## src/rtl/playback_controller.sv

```systemverilog
// Purpose: play/pause/advance sequencing FSM with beat generator and elapsed-beat counter.
// Latency: all outputs registered; play/reset_player/song reflect a button one cycle after it is sampled.
// Backpressure: none; inputs are single-cycle pulses and are dropped while in ADVANCE.
// Optional feature macro: PLAYBACK_LOOP_ALL_EN (loop playlist after the last song).
module playback_controller #(
    parameter int NUM_SONGS  = 4,
    parameter int SONG_W     = 2,
    parameter int BEAT_COUNT = 1000,
    parameter int ELAPSED_W  = 16
) (
    input  logic                 clk,
    input  logic                 reset,
    input  logic                 play_button,
    input  logic                 next_button,
    input  logic                 song_done,
    output logic                 play,
    output logic                 reset_player,
    output logic [SONG_W-1:0]    song,
    output logic                 beat,
    output logic [ELAPSED_W-1:0] elapsed_beats
);

    localparam int CNT_W = (BEAT_COUNT > 1) ? $clog2(BEAT_COUNT) : 1;
    localparam logic [SONG_W-1:0] LAST_SONG = SONG_W'(NUM_SONGS - 1);
    localparam logic [CNT_W-1:0]  BEAT_LAST = CNT_W'(BEAT_COUNT - 1);

`ifdef PLAYBACK_LOOP_ALL_EN
    localparam logic LOOP_ALL = 1'b1;
`else
    localparam logic LOOP_ALL = 1'b0;
`endif

    typedef enum logic [1:0] {
        PAUSED  = 2'd0,
        PLAYING = 2'd1,
        ADVANCE = 2'd2
    } state_t;

    state_t           state;
    state_t           state_nxt;
    logic             resume_q;    // ADVANCE exits to PLAYING when set
    logic             resume_nxt;
    logic [CNT_W-1:0] beat_cnt;

    // State register plus the remembered ADVANCE exit target
    always_ff @(posedge clk) begin
        if (reset) begin
            state    <= PAUSED;
            resume_q <= 1'b0;
        end else begin
            state    <= state_nxt;
            resume_q <= resume_nxt;
        end
    end

    // Next-state logic: next_button beats song_done beats play_button
    always_comb begin
        state_nxt  = state;
        resume_nxt = resume_q;
        case (state)
            PAUSED, PLAYING: begin
                if (next_button) begin
                    state_nxt  = ADVANCE;
                    resume_nxt = 1'b0;
                end else if (song_done) begin
                    state_nxt  = ADVANCE;
                    resume_nxt = (song != LAST_SONG) || LOOP_ALL;
                end else if (play_button) begin
                    state_nxt = (state == PAUSED) ? PLAYING : PAUSED;
                end
            end
            ADVANCE: begin
                state_nxt = resume_q ? PLAYING : PAUSED;
            end
            default: begin
                state_nxt = PAUSED;
            end
        endcase
    end

    // play and reset_player track the state being entered so they line up with it
    always_ff @(posedge clk) begin
        if (reset) begin
            play         <= 1'b0;
            reset_player <= 1'b0;
        end else begin
            play         <= (state_nxt == PLAYING);
            reset_player <= (state_nxt == ADVANCE);
        end
    end

    // Song index steps (with wrap) when leaving ADVANCE
    always_ff @(posedge clk) begin
        if (reset) begin
            song <= '0;
        end else if (state == ADVANCE) begin
            song <= (song == LAST_SONG) ? '0 : song + SONG_W'(1);
        end
    end

    // Beat generator and saturating elapsed-beat counter; phase held while paused
    always_ff @(posedge clk) begin
        if (reset) begin
            beat_cnt      <= '0;
            beat          <= 1'b0;
            elapsed_beats <= '0;
        end else if (state == ADVANCE) begin
            beat_cnt      <= '0;
            beat          <= 1'b0;
            elapsed_beats <= '0;
        end else if (state == PLAYING) begin
            if (beat_cnt == BEAT_LAST) begin
                beat_cnt <= '0;
                beat     <= 1'b1;
                if (elapsed_beats != '1) begin
                    elapsed_beats <= elapsed_beats + ELAPSED_W'(1);
                end
            end else begin
                beat_cnt <= beat_cnt + CNT_W'(1);
                beat     <= 1'b0;
            end
        end else begin
            beat <= 1'b0;
        end
    end

endmodule

```

## config.mk

```make
export PLATFORM = sky130hd
export DESIGN_NAME = playback_controller
export DESIGN_NICKNAME = d
export VERILOG_FILES = /design/src/rtl/playback_controller.sv
export SDC_FILE = /design/constraint.sdc
export NUM_CORES = 1
export LEC_CHECK = 0
export ABC_AREA = 1
export CAP_MARGIN = 10
export CELL_PAD_IN_SITES_DETAIL_PLACEMENT = 1
export CELL_PAD_IN_SITES_GLOBAL_PLACEMENT = 2
export CORE_MARGIN = 10
export CORE_UTILIZATION = 27
export DETAILED_ROUTE_END_ITERATION = 10
export HOLD_SLACK_MARGIN = 0.1
export PLACE_DENSITY = 0.87
export SYNTH_ARGS = -nofsm -noshare
export SYNTH_HDL_FRONTEND = slang
export SYNTH_SLANG_ARGS = --single-unit
```

## constraint.sdc

```tcl
create_clock -name clk -period 1.4 [get_ports clk]
set_clock_uncertainty 0.05 [all_clocks]
set_input_delay 0.28 -clock clk [delete_from_list [all_inputs] [get_ports clk]]
set_output_delay 0.28 -clock clk [all_outputs]
set_load 0.1 [all_outputs]
```

# Yosys cells after proc, flatten, opt, wreduce, memory -nomap -nowiden

Cells that the tools add are included.

Register bits after elaboration: 34
Input port bits: 5
Output and inout bits: 21
Word-level logic and storage cells: 38

Add/subtract/negate cells: 3
Equal/unequal tests: 8
Muxes and demuxes: 11
Bitwise operators: 1
Reductions and logical operators: 7

Operator list:

| kind                                                                   | number |
|---|---|
| 16-bit by 1-bit adder with 16-bit output (second input constant)       | 1 |
| 16-bit inequality test (second input constant)                         | 1 |
| 10-bit by 1-bit adder with 10-bit output (second input constant)       | 1 |
| 10-bit equality test (second input constant)                           | 1 |
| 10-bit 2-to-1 mux                                                      | 1 |
| 2-bit 2-to-1 mux                                                       | 4 |
| 2-bit equality test (second input constant)                            | 3 |
| 1-bit 2-to-1 mux                                                       | 5 |
| 2-bit by 1-bit equality test with 1-bit output (second input constant) | 2 |
| 2-bit one-hot mux with 2 select lines                                  | 1 |
| 2-bit OR reduction                                                     | 2 |
| 3-bit AND reduction                                                    | 1 |
| 3-bit OR reduction                                                     | 1 |
| 2-bit by 1-bit adder with 2-bit output (second input constant)         | 1 |
| 2-bit logical NOT                                                      | 1 |
| 2-bit inequality test (second input constant)                          | 1 |
| 2-bit AND reduction                                                    | 1 |
| 2-bit nonzero test                                                     | 1 |
| 1-bit NOT                                                              | 1 |

# Depth between registers and ports, before layout

Gate-level depths: netlist of run 1.

Word-level depth: 7
Mapped depth: 10

# Least setup slack after synthesis of run 1

OpenSTA, ideal clock, no wires.

Kind: flip-flop to flip-flop
Start: register elapsed_beats[1]
End: register elapsed_beats[2]
Setup time: 0.066 ns
Arrival: 2.168 ns
Required time: 1.284 ns
Setup slack: -0.884 ns
Stages on the path, launching flop included: 10
Clock period less this slack: 2.284 ns
Path through: dfxtp_1 > ha_1 > nand2_2 > nor2_2 > nand2_2 > nor2_4 > inv_2 > nand2_4 > nand2_1 > a21oi_2

Word-level cells in the longest chain between the ends: 2

Ends and longest elaborated chain:

| what                                                                                             | RTL line | text |
|---|---|---|
| from (decl)                                                                                      | 20       | `output logic [ELAPSED_W-1:0] elapsed_beats` |
| from (signal assigned)                                                                           | 116      | `elapsed_beats <= elapsed_beats + ELAPSED_W'(1);` |
| parallel branches: the longest is 2 deep, another holds 16-bit by 1-bit adder with 16-bit output | n/a      |  |

Parallel ways; which one is timed is not known.
A chain may end at the register's enable or synchronous reset.

# Final worst setup path of run 1

Start: register elapsed_beats[0]
End: register elapsed_beats[0]

The elaborated chain is that of the path after synthesis.

==> impl_metrics.env, run 1 <==
export IMPL_status="finished with violations"
export IMPL_violations="negative setup slack"
export IMPL_cts_buffer_depth=2
export IMPL_finalPower_mw=2.05
export IMPL_finalCritPeriodShare_pct=104
export IMPL_routabilityCongestion=0.790
export IMPL_required_ps=1580
export IMPL_crit_buf_inv=1
export IMPL_crit_top_cell="nand2_4"
export IMPL_pre_cts_ws_ps=-95.1
export IMPL_critPathKind="reg2reg"
export IMPL_grt_pass1_vias=2147
export IMPL_track_usage_pct=11.9
export IMPL_cts_tree="yes"
export IMPL_async_reset_ff_share_pct=0
export IMPL_setup_worst_path_start_class="flop"
export IMPL_place_inst=415
export IMPL_setup_viol=14
export IMPL_layoutNonFillerInstCount=431
export IMPL_powerDensity_mw_per_mm2=654
export IMPL_leakage_nw=1.29
export IMPL_finalHoldViolations=0
export IMPL_synth_edf_count=0
export IMPL_clock_sinks=34
export IMPL_synth_flop_cell="dfxtp_1"
export IMPL_nets=358
export IMPL_syn_area_mm2=0.00185
export IMPL_vias=1964
export IMPL_vdd_drop_max_uv=414
export IMPL_drt_pass1_iter_count=4
export IMPL_fin_area_mm2=0.00314
export IMPL_ys_warn_count=0
export IMPL_crit_path_max_fanout=7
export IMPL_remaining_drc_errors=0
export IMPL_fin_ws_ps=-57.5
export IMPL_ant_nets=0
export IMPL_cp_top_family="simple AND/OR/NAND/NOR gates"
export IMPL_maxCapViolCount=0
export IMPL_dieWidth_um=103
export IMPL_end_kind="flop"
export IMPL_viasPerCell=4.56
export IMPL_placed_area_mm2=0.00283
export IMPL_final_cell_mix="58 x nand2_1, 44 x buf_4, 43 x nor2_1"
export IMPL_placementRows=30
export IMPL_avgRoutedWirePerCell_um=13.7
export IMPL_synthCells=271
export IMPL_grt_max_degree=13
export IMPL_initial_core_util_pct=27.5
export IMPL_slew_headroom_pct=83.7
export IMPL_antenna_found_initial=0
export IMPL_place_hpwl_mm=4.53
export IMPL_synth_seq_cells=34
export IMPL_crit_chain="ha_4, nand2_4, nor2_4, nand2_4, nor2_4, inv_2, nand2_4, nand2_1, a21oi_2"
export IMPL_rsz0062_at_grt="yes"
export IMPL_die_area_mm2=0.0106
export IMPL_antennaDiodeCount=0
export IMPL_synth_area_per_cell_um2=6.83
export IMPL_drive_above_1_share_pct=47.9
export IMPL_layout_min_cycle_time_ps=1460
export IMPL_tns_ps=-424
export IMPL_finalMaxSlewViolations=0
export IMPL_root_buffer="clkbuf_8"
export IMPL_routed_wl_mm=5.92
export IMPL_area_growth_syn_to_layout_pct=69.7
export IMPL_clk_pin_slew_ps=70
export IMPL_critical_path_slowest_cell="dfxtp_4"
export IMPL_hp_class="reg2reg"
export IMPL_syn_num_nets=279
export IMPL_worstMarginPinSlew_ps=243
export IMPL_fmax_ghz=0.686
export IMPL_ioPinCount=26
export IMPL_numPortBuffers=25
export IMPL_cpPeakStageDelay_ps=360
export IMPL_grt_pass1_wl_mm=9.96
export IMPL_cts_buffers=5
export IMPL_core_mm2=0.00672
export IMPL_worstPathArrival_ps=1640
export IMPL_die_y_um=103
export IMPL_layout_commonest_cell="nand2_1"
export IMPL_yosysSeqAreaShare_pct=36.8
export IMPL_ys_types=29
export IMPL_dr_first_iter_drc_count=20
export IMPL_grt_ovfl_total=0
export IMPL_htree_levels=2
export IMPL_clock_latency_ps=300
[worst paths after layout]
check                                                     end                     startpoint  slack (ps)  depth (start not counted)
worst max-delay path            elapsed_beats[0]$_SDFFE_PP0P_  elapsed_beats[0]$_SDFFE_PP0P_         -60                          9
worst min register to register           song[1]$_SDFFE_PP0N_           song[1]$_SDFFE_PP0N_         440                          2
worst max register to register  elapsed_beats[0]$_SDFFE_PP0P_  elapsed_beats[0]$_SDFFE_PP0P_         -60                          9
worst min-delay path                     song[1]$_SDFFE_PP0N_           song[1]$_SDFFE_PP0N_         440                          2
[per-layer routing]
layer / part of all wire (%) / routed length [um] / track usage (%)
met2: 52 / 3070 / 21.5
met4: 1.6 / 97 / 4.49
met5: 0 / 0 / 0
met1: 43 / 2570 / 13.3
met3: 3.2 / 189 / 2.68
[sequential cells by signal, summed over array words and instances (netlist names)]
name           cells
elapsed_beats     16
beat_cnt          10
song               2
state              2
beat               1
play               1
reset_player       1
resume_q           1
[cell usage after synthesis (2+ instances only)]
cell | number | share of area [%]
a21oi_1 | 2 | 0.54
a21oi_2 | 7 | 3.3
buf_6 | 2 | 1.2
dfxtp_1 | 34 | 37
ha_1 | 3 | 2.0
inv_1 | 32 | 6.5
inv_2 | 2 | 0.41
nand2_1 | 69 | 14
nand2_2 | 5 | 1.7
nand2_4 | 2 | 1.2
nand3_1 | 17 | 4.6
nand3_2 | 2 | 1.1
nand4_1 | 6 | 2.0
nor2_1 | 55 | 11
nor2_2 | 3 | 1.0
nor2_4 | 4 | 2.4
nor3_1 | 4 | 1.1
nor3b_1 | 2 | 0.81
o21ai_0 | 4 | 1.1
xor2_1 | 7 | 3.3
[metrics by stage]
stage | utilization (%) | hold slack (ps)
after floorplan | - | 411
after global placement | 42.1 | 432
after detailed placement | 42.1 | 433
after CTS | 45.8 | 446
after global routing | 46.7 | 475
final | 46.7 | 442
[power breakdown]
part / total [mW] / internal [mW] / switching [mW]
logic: 0.222 / 0.0905 / 0.132
registers: 0.969 / 0.953 / 0.0154
clock network: 0.862 / 0.460 / 0.402
[area by class of cell]
| cell class | count | area, um^2 |
|---|---|---|
| Clock inverter | 2 | 12.5 |
| Timing Repair Buffer | 76 | 878 |
| Tap cell | 80 | 100 |
| Multi-Input combinational cell | 198 | 1170 |
| Clock buffer | 6 | 93.8 |
| Fill cell | 784 | 3580 |
| Sequential cell | 34 | 751 |
| Inverter | 35 | 131 |
[worst reg2reg max path, delay by kind of cell, from the launching register on]
family,cells,cell delay (ps)
compound gates,1,110
fa+ha+maj,1,140
buf+inv,1,60
flops,1,360
simple gates,6,670
[kinds of logic (layout without fill, tap and decap cells)]
logic type | count (synthesis) | after routing | synth area share [%]
AOI/OAI and AO/OA | 16 | 16 | 6.15
xor gates and xnor gates | 8 | 8 | 3.79
adders and majority gates | 3 | 3 | 2.03
buffers and inverters | 39 | 119 | 8.93
DFF | 34 | 34 | 36.8
and+or+nand+nor | 171 | 171 | 42.3
[repair_timing]
action	4_1_cts	5_1_grt
endpoints found under the setup margin	18	19
hold buffers	0	0
pin swaps	17	11
gates resized for setup	30	16
buffers inserted	6	2
(Power assumes the default switching activity.)
==> run 2: changes to the inputs <==
SKIP_LAST_GASP = 1   (was unset)
==> results of run 2 <==
No change in the layout: final DEF, timing and power equal those of run 1.
==> run 3: changes to the inputs <==
CORE_UTILIZATION = 31   (was 27)
DONT_BUFFER_PORTS = 1   (was unset)
PLACE_DENSITY = 0.86   (was 0.87)
==> impl_metrics.env, run 3 (synthesized netlist as in run 1, its figures left out) <==
export IMPL_finalCritPeriodShare_pct=105
export IMPL_die_y_um=97.3
export IMPL_grt_max_degree=13
export IMPL_ant_nets=0
export IMPL_crit_buf_inv=2
export IMPL_layout_commonest_cell="nand2_1"
export IMPL_crit_chain="ha_2, inv_1, nor2_2, nand4_1, nor2_2, buf_6, nand2_1, a21oi_2"
export IMPL_drt_pass1_iter_count=4
export IMPL_fin_ws_ps=-76.3
export IMPL_layout_min_cycle_time_ps=1480
export IMPL_core_mm2=0.00585
export IMPL_regMostFlops="elapsed_beats"
export IMPL_nets=341
export IMPL_placementRows=28
export IMPL_grt_ovfl_total=0
export IMPL_setup_viol=16
export IMPL_multi_input_area_mm2=0.00117
export IMPL_grt_pass1_vias=2083
export IMPL_crit_path_max_fanout=7
export IMPL_finalMaxSlewViolations=0
export IMPL_dieWidth_um=97.3
export IMPL_slew_headroom_pct=79.0
export IMPL_final_cell_mix="60 x nand2_1, 50 x buf_4, 46 x nor2_1"
export IMPL_dr_first_iter_drc_count=57
export IMPL_root_buffer="clkbuf_8"
export IMPL_cts_buffers=5
export IMPL_powerDensity_mw_per_mm2=727
export IMPL_htree_levels=2
export IMPL_fmax_ghz=0.677
export IMPL_viasPerCell=4.67
export IMPL_leakage_nw=1.12
export IMPL_fillers=747
export IMPL_cts_tree="yes"
export IMPL_regArea_um2=756
export IMPL_antennaDiodeCount=0
export IMPL_avgRoutedWirePerCell_um=14.4
export IMPL_drive_above_1_share_pct=45.2
export IMPL_setup_worst_path_start_class="flop"
export IMPL_die_area_mm2=0.00946
export IMPL_cts_buffer_depth=2
export IMPL_area_growth_syn_to_layout_pct=50.0
export IMPL_required_ps=1560
export IMPL_clock_latency_ps=290
export IMPL_track_usage_pct=12.2
export IMPL_initial_core_util_pct=31.6
export IMPL_clk_pin_slew_ps=80
export IMPL_remaining_drc_errors=0
export IMPL_violations="negative setup slack"
export IMPL_critPathKind="reg2reg"
export IMPL_crit_top_cell="nor2_2"
export IMPL_ioPinCount=26
export IMPL_worstPathArrival_ps=1640
export IMPL_end_kind="flop"
export IMPL_status="finished with violations"
export IMPL_utilization_pct=47.4
export IMPL_routabilityCongestion=0.790
export IMPL_place_hpwl_mm=4.20
export IMPL_worstMarginPinSlew_ps=315
export IMPL_maxCapViolCount=0
export IMPL_reg_top3="elapsed_beats x16, beat_cnt x10"
export IMPL_grt_pass1_wl_mm=9.83
export IMPL_cpPeakStageDelay_ps=340
export IMPL_vdd_drop_max_uv=653
export IMPL_tns_ps=-638
export IMPL_vias=1910
export IMPL_hp_class="in2reg"
export IMPL_finalHoldViolations=0
export IMPL_cp_top_family="simple AND/OR/NAND/NOR gates"
export IMPL_antenna_found_initial=0
export IMPL_clock_sinks=34
export IMPL_rsz0062_at_grt="yes"
export IMPL_largest_register_ffs=16
export IMPL_critical_path_slowest_cell="dfxtp_2"
export IMPL_numPortBuffers=0
export IMPL_routed_wl_mm=5.87
[run 3: cell count changes in the layout (fill, tap and decap cells not counted), moves of 3 or more]
| cell | before | now |
|---|---|---|
| clkdlybuf4s50_1 | 4 | 0 |
| buf_4 | 44 | 50 |
| nor2_1 | 43 | 46 |
| nor2_2 | 13 | 10 |
| nand3_2 | 13 | 6 |
| nand3_4 | 0 | 5 |
| buf_12 | 22 | 4 |
[run 3: tightest hold or removal path, stage by stage]
cell and delay (ps):
o21ai_0 60, o21ai_0 70, nor2_1 40
[run 3: final cells by class]
cell class	count	share of cell area, %
Sequential cell	34	27.2
Tap cell	75	3.38
Clock buffer	6	3.38
Multi-Input combinational cell	198	42.3
Timing Repair Buffer	59	18.4
Clock inverter	2	0.451
Inverter	35	4.87
[run 3: layer usage]
metal / routed length, um / up-vias / track usage, %
li1: - / 966 / -
met1: 2500 / 904 / 14.0
met4: 99 / 0 / 3.24
met2: 3010 / 31 / 21.9
met3: 260 / 9 / 2.92
met5: 0 / - / 0
[run 3: per-stage QoR]
stage	cell area [um^2]	setup WS (ps)	power, mW	hold WS [ps]	std cells
2_1_floorplan	1970	-189	1.11	411	271
6_report	2780	-76.3	2.02	142	409
5_1_grt	2780	-189	2.10	167	409
4_1_cts	2680	-74.5	2.04	137	407
3_3_place_gp	2410	23.4	1.15	296	390
3_5_place_dp	2410	-31.5	1.16	296	390
[run 3: power breakdown]
group | switching [mW] | internal, mW | total (mW)
combinational | 0.133 | 0.0636 | 0.196
sequential | 0.00815 | 0.951 | 0.959
clock | 0.402 | 0.461 | 0.863
[run 3: what timing repair did]
item,in CTS,in global routing
resized for setup,22,23
gates cloned,1,0
hold buffers,1,0
endpoints found under the setup margin,17,29
buffers inserted,7,3
hold endpoints to repair,8,0
pin swaps,7,21
[run 3: path summary, 6_finish.rpt]
check / from / endpoint / slack (ps) / depth (start not counted)
worst max-delay path: beat_cnt[0]$_SDFFE_PP0P_ / elapsed_beats[0]$_SDFFE_PP0P_ / -80 / 8
worst min-delay path: next_button / resume_q$_SDFFE_PP0P_ / 140 / 3
worst max register to register: beat_cnt[0]$_SDFFE_PP0P_ / elapsed_beats[0]$_SDFFE_PP0P_ / -80 / 8
worst min register to register: resume_q$_SDFFE_PP0P_ / state[0]$_SDFF_PP0_ / 460 / 2
==> RTL change, RTL diff (settings of run 3) <==
Remove the register `reset_player`: a continuous assignment takes its place, so the output `reset_player` follows one clock earlier. Comments in the files are not updated.
--- a/src/rtl/playback_controller.sv
+++ b/src/rtl/playback_controller.sv
@@ -83,10 +83,10 @@
         if (reset) begin
             play         <= 1'b0;
-            reset_player <= 1'b0;
         end else begin
             play         <= (state_nxt == PLAYING);
-            reset_player <= (state_nxt == ADVANCE);
         end
     end
+
+    assign reset_player = (state_nxt == ADVANCE);
 
     // Song index steps (with wrap) when leaving ADVANCE
Behaviour: not the same (Yosys sat finds a counterexample within 4 cycles, from zero or initial values and one cycle with reset high).
==> RTL change against run 3 <==
  * The run still ends with setup timing left
  * Utilization increased by 1.8 points
  * Synthesized area is essentially flat
  * Design area is 3.7% higher
  * Setup slack improved by 0.0097 ns
  * Wire length increased by 6.0%
  * Die area hardly changed
  * Sequential cell count decreased by 1
  * Power shrank 7.8%
==> RTL change: results <==
export IMPL_synth_common_cells="nand2_1, nor2_1, dfxtp_1"
export IMPL_grt_pass1_wl_um=10200
export IMPL_slowest_stage="dfxtp_4"
export IMPL_wl_met3_um=199
export IMPL_use_met1=0.1229
export IMPL_final_clk_cell_share=0.03129
export IMPL_netlist_cell_type_count=27
export IMPL_gp_congestion=0.8209
export IMPL_post_place_cells=420
export IMPL_grt_pass1_vias=2267
export IMPL_status="finished with violations"
export IMPL_yosys_top_cells_area="dfxtp_1, nand2_1, nor2_1, inv_1, nand3_1"
export IMPL_start_kind="register"
export IMPL_tns_ns=-0.5853
export IMPL_synthAdderAreaFrac=0.02030
export IMPL_crit_fanout=6
export IMPL_setup_viol=16
export IMPL_routed_via_density=4.717
export IMPL_drive_gt1_frac=0.4278
export IMPL_r2r_start="beat_cnt[2]$_SDFFE_PP0P_"
export IMPL_met2_usage=0.2521
export IMPL_clkLatencyLatePin_ns=0.28
export IMPL_path_clk_slew_ns=0.07
export IMPL_netlist_instances=286
export IMPL_sh_seq_area=0.2560
export IMPL_clkbuf_count=8
export IMPL_antenna_found_initial=0
export IMPL_grt_max_degree=13
export IMPL_nets=367
export IMPL_dp_final_hpwl_um=4707
export IMPL_wl_per_cell_um=14.31
export IMPL_buffer_area_frac=0.2116
export IMPL_drt_iter0_markers=48
export IMPL_worst_slew_pin_slew_ns=0.3095
export IMPL_max_vdd_ir_drop_uv=329.9
export IMPL_synth_xor_area_share=0.03789
export IMPL_grt_use_total=0.1268
export IMPL_synth_ff_type="dfxtp_1"
export IMPL_finalNonFillerCells=435
export IMPL_nNonClkBuffers=70
export IMPL_met3_usage=0.02987
export IMPL_power_leakage_nw=1.212
export IMPL_wirelength_met1_um=2448
export IMPL_ys_seq_area_frac=0.3572
export IMPL_violations="setup timing"
export IMPL_worst_slack_ns=-0.06663
export IMPL_worst_hold_startpoint="next_button"
export IMPL_multi_input_gates=211
export IMPL_wl_met2_um=3443
export IMPL_inverters=38
export IMPL_cts_sinks=33
export IMPL_fin_hold_ws_ns=0.1339
export IMPL_critPathMaxStageDelay_ns=0.41
export IMPL_worst_endpoint_arrival_ns=1.60
export IMPL_multi_input_area_sq_um=1204
export IMPL_synth_compound_gate_area_share=0.05210
export IMPL_fill_cells=749
==> RTL change: changes by cell type after synthesis, sizes merged <==
| cell | before | now |
|---|---|---|
| nand2 | 76 | 84 |
| o21bai | 1 | 0 |
| a32oi | 1 | 0 |
| a21oi | 9 | 14 |
| nand4 | 7 | 9 |
| nor2 | 62 | 66 |
| nand3 | 19 | 18 |
| nor3 | 5 | 2 |
| or2 | 0 | 2 |
| inv | 34 | 37 |
| dfxtp | 34 | 33 |
| nor3b | 2 | 0 |
==> RTL change: stage by stage <==
| stage | cell area (sq um) | worst slack (ns) |
|---|---|---|
| final | 2879 | -0.06663 |
| after global routing | 2879 | -0.2124 |
| after CTS | 2713 | -0.04310 |
| after detailed placement | 2552 | -0.2201 |
| after global placement | 2552 | -0.02615 |
| after floorplan | 1979 | -0.1848 |
==> RTL change: repair_timing <==
item / in CTS / in global routing
setup buffers: 0 / 5
setup endpoints to repair: 17 / 26
gates cloned: 0 / 1
hold endpoints to repair: 7 / 0
gates resized for setup: 19 / 33
hold buffers: 1 / 0
pin swaps: 4 / 23
==> RTL change: path summary, 6_finish.rpt <==
check / end / cells past startpoint
worst max-delay path: elapsed_beats[4]$_SDFFE_PP0P_ / 8
worst min-delay path: resume_q$_SDFFE_PP0P_ / 3
worst max register to register: elapsed_beats[4]$_SDFFE_PP0P_ / 8
worst min register to register: resume_q$_SDFFE_PP0P_ / 2
==> RTL change: power by group <==
part | internal (W) | total (W) | switching (W) | leakage [nW]
clock | 0.000401 | 0.000754 | 0.000353 | 0.0455
combinational | 0.0000510 | 0.000181 | 0.000130 | 0.882
sequential | 0.000917 | 0.000926 | 0.00000911 | 0.284
total | 0.00137 | 0.00186 | 0.000492 | 1.21
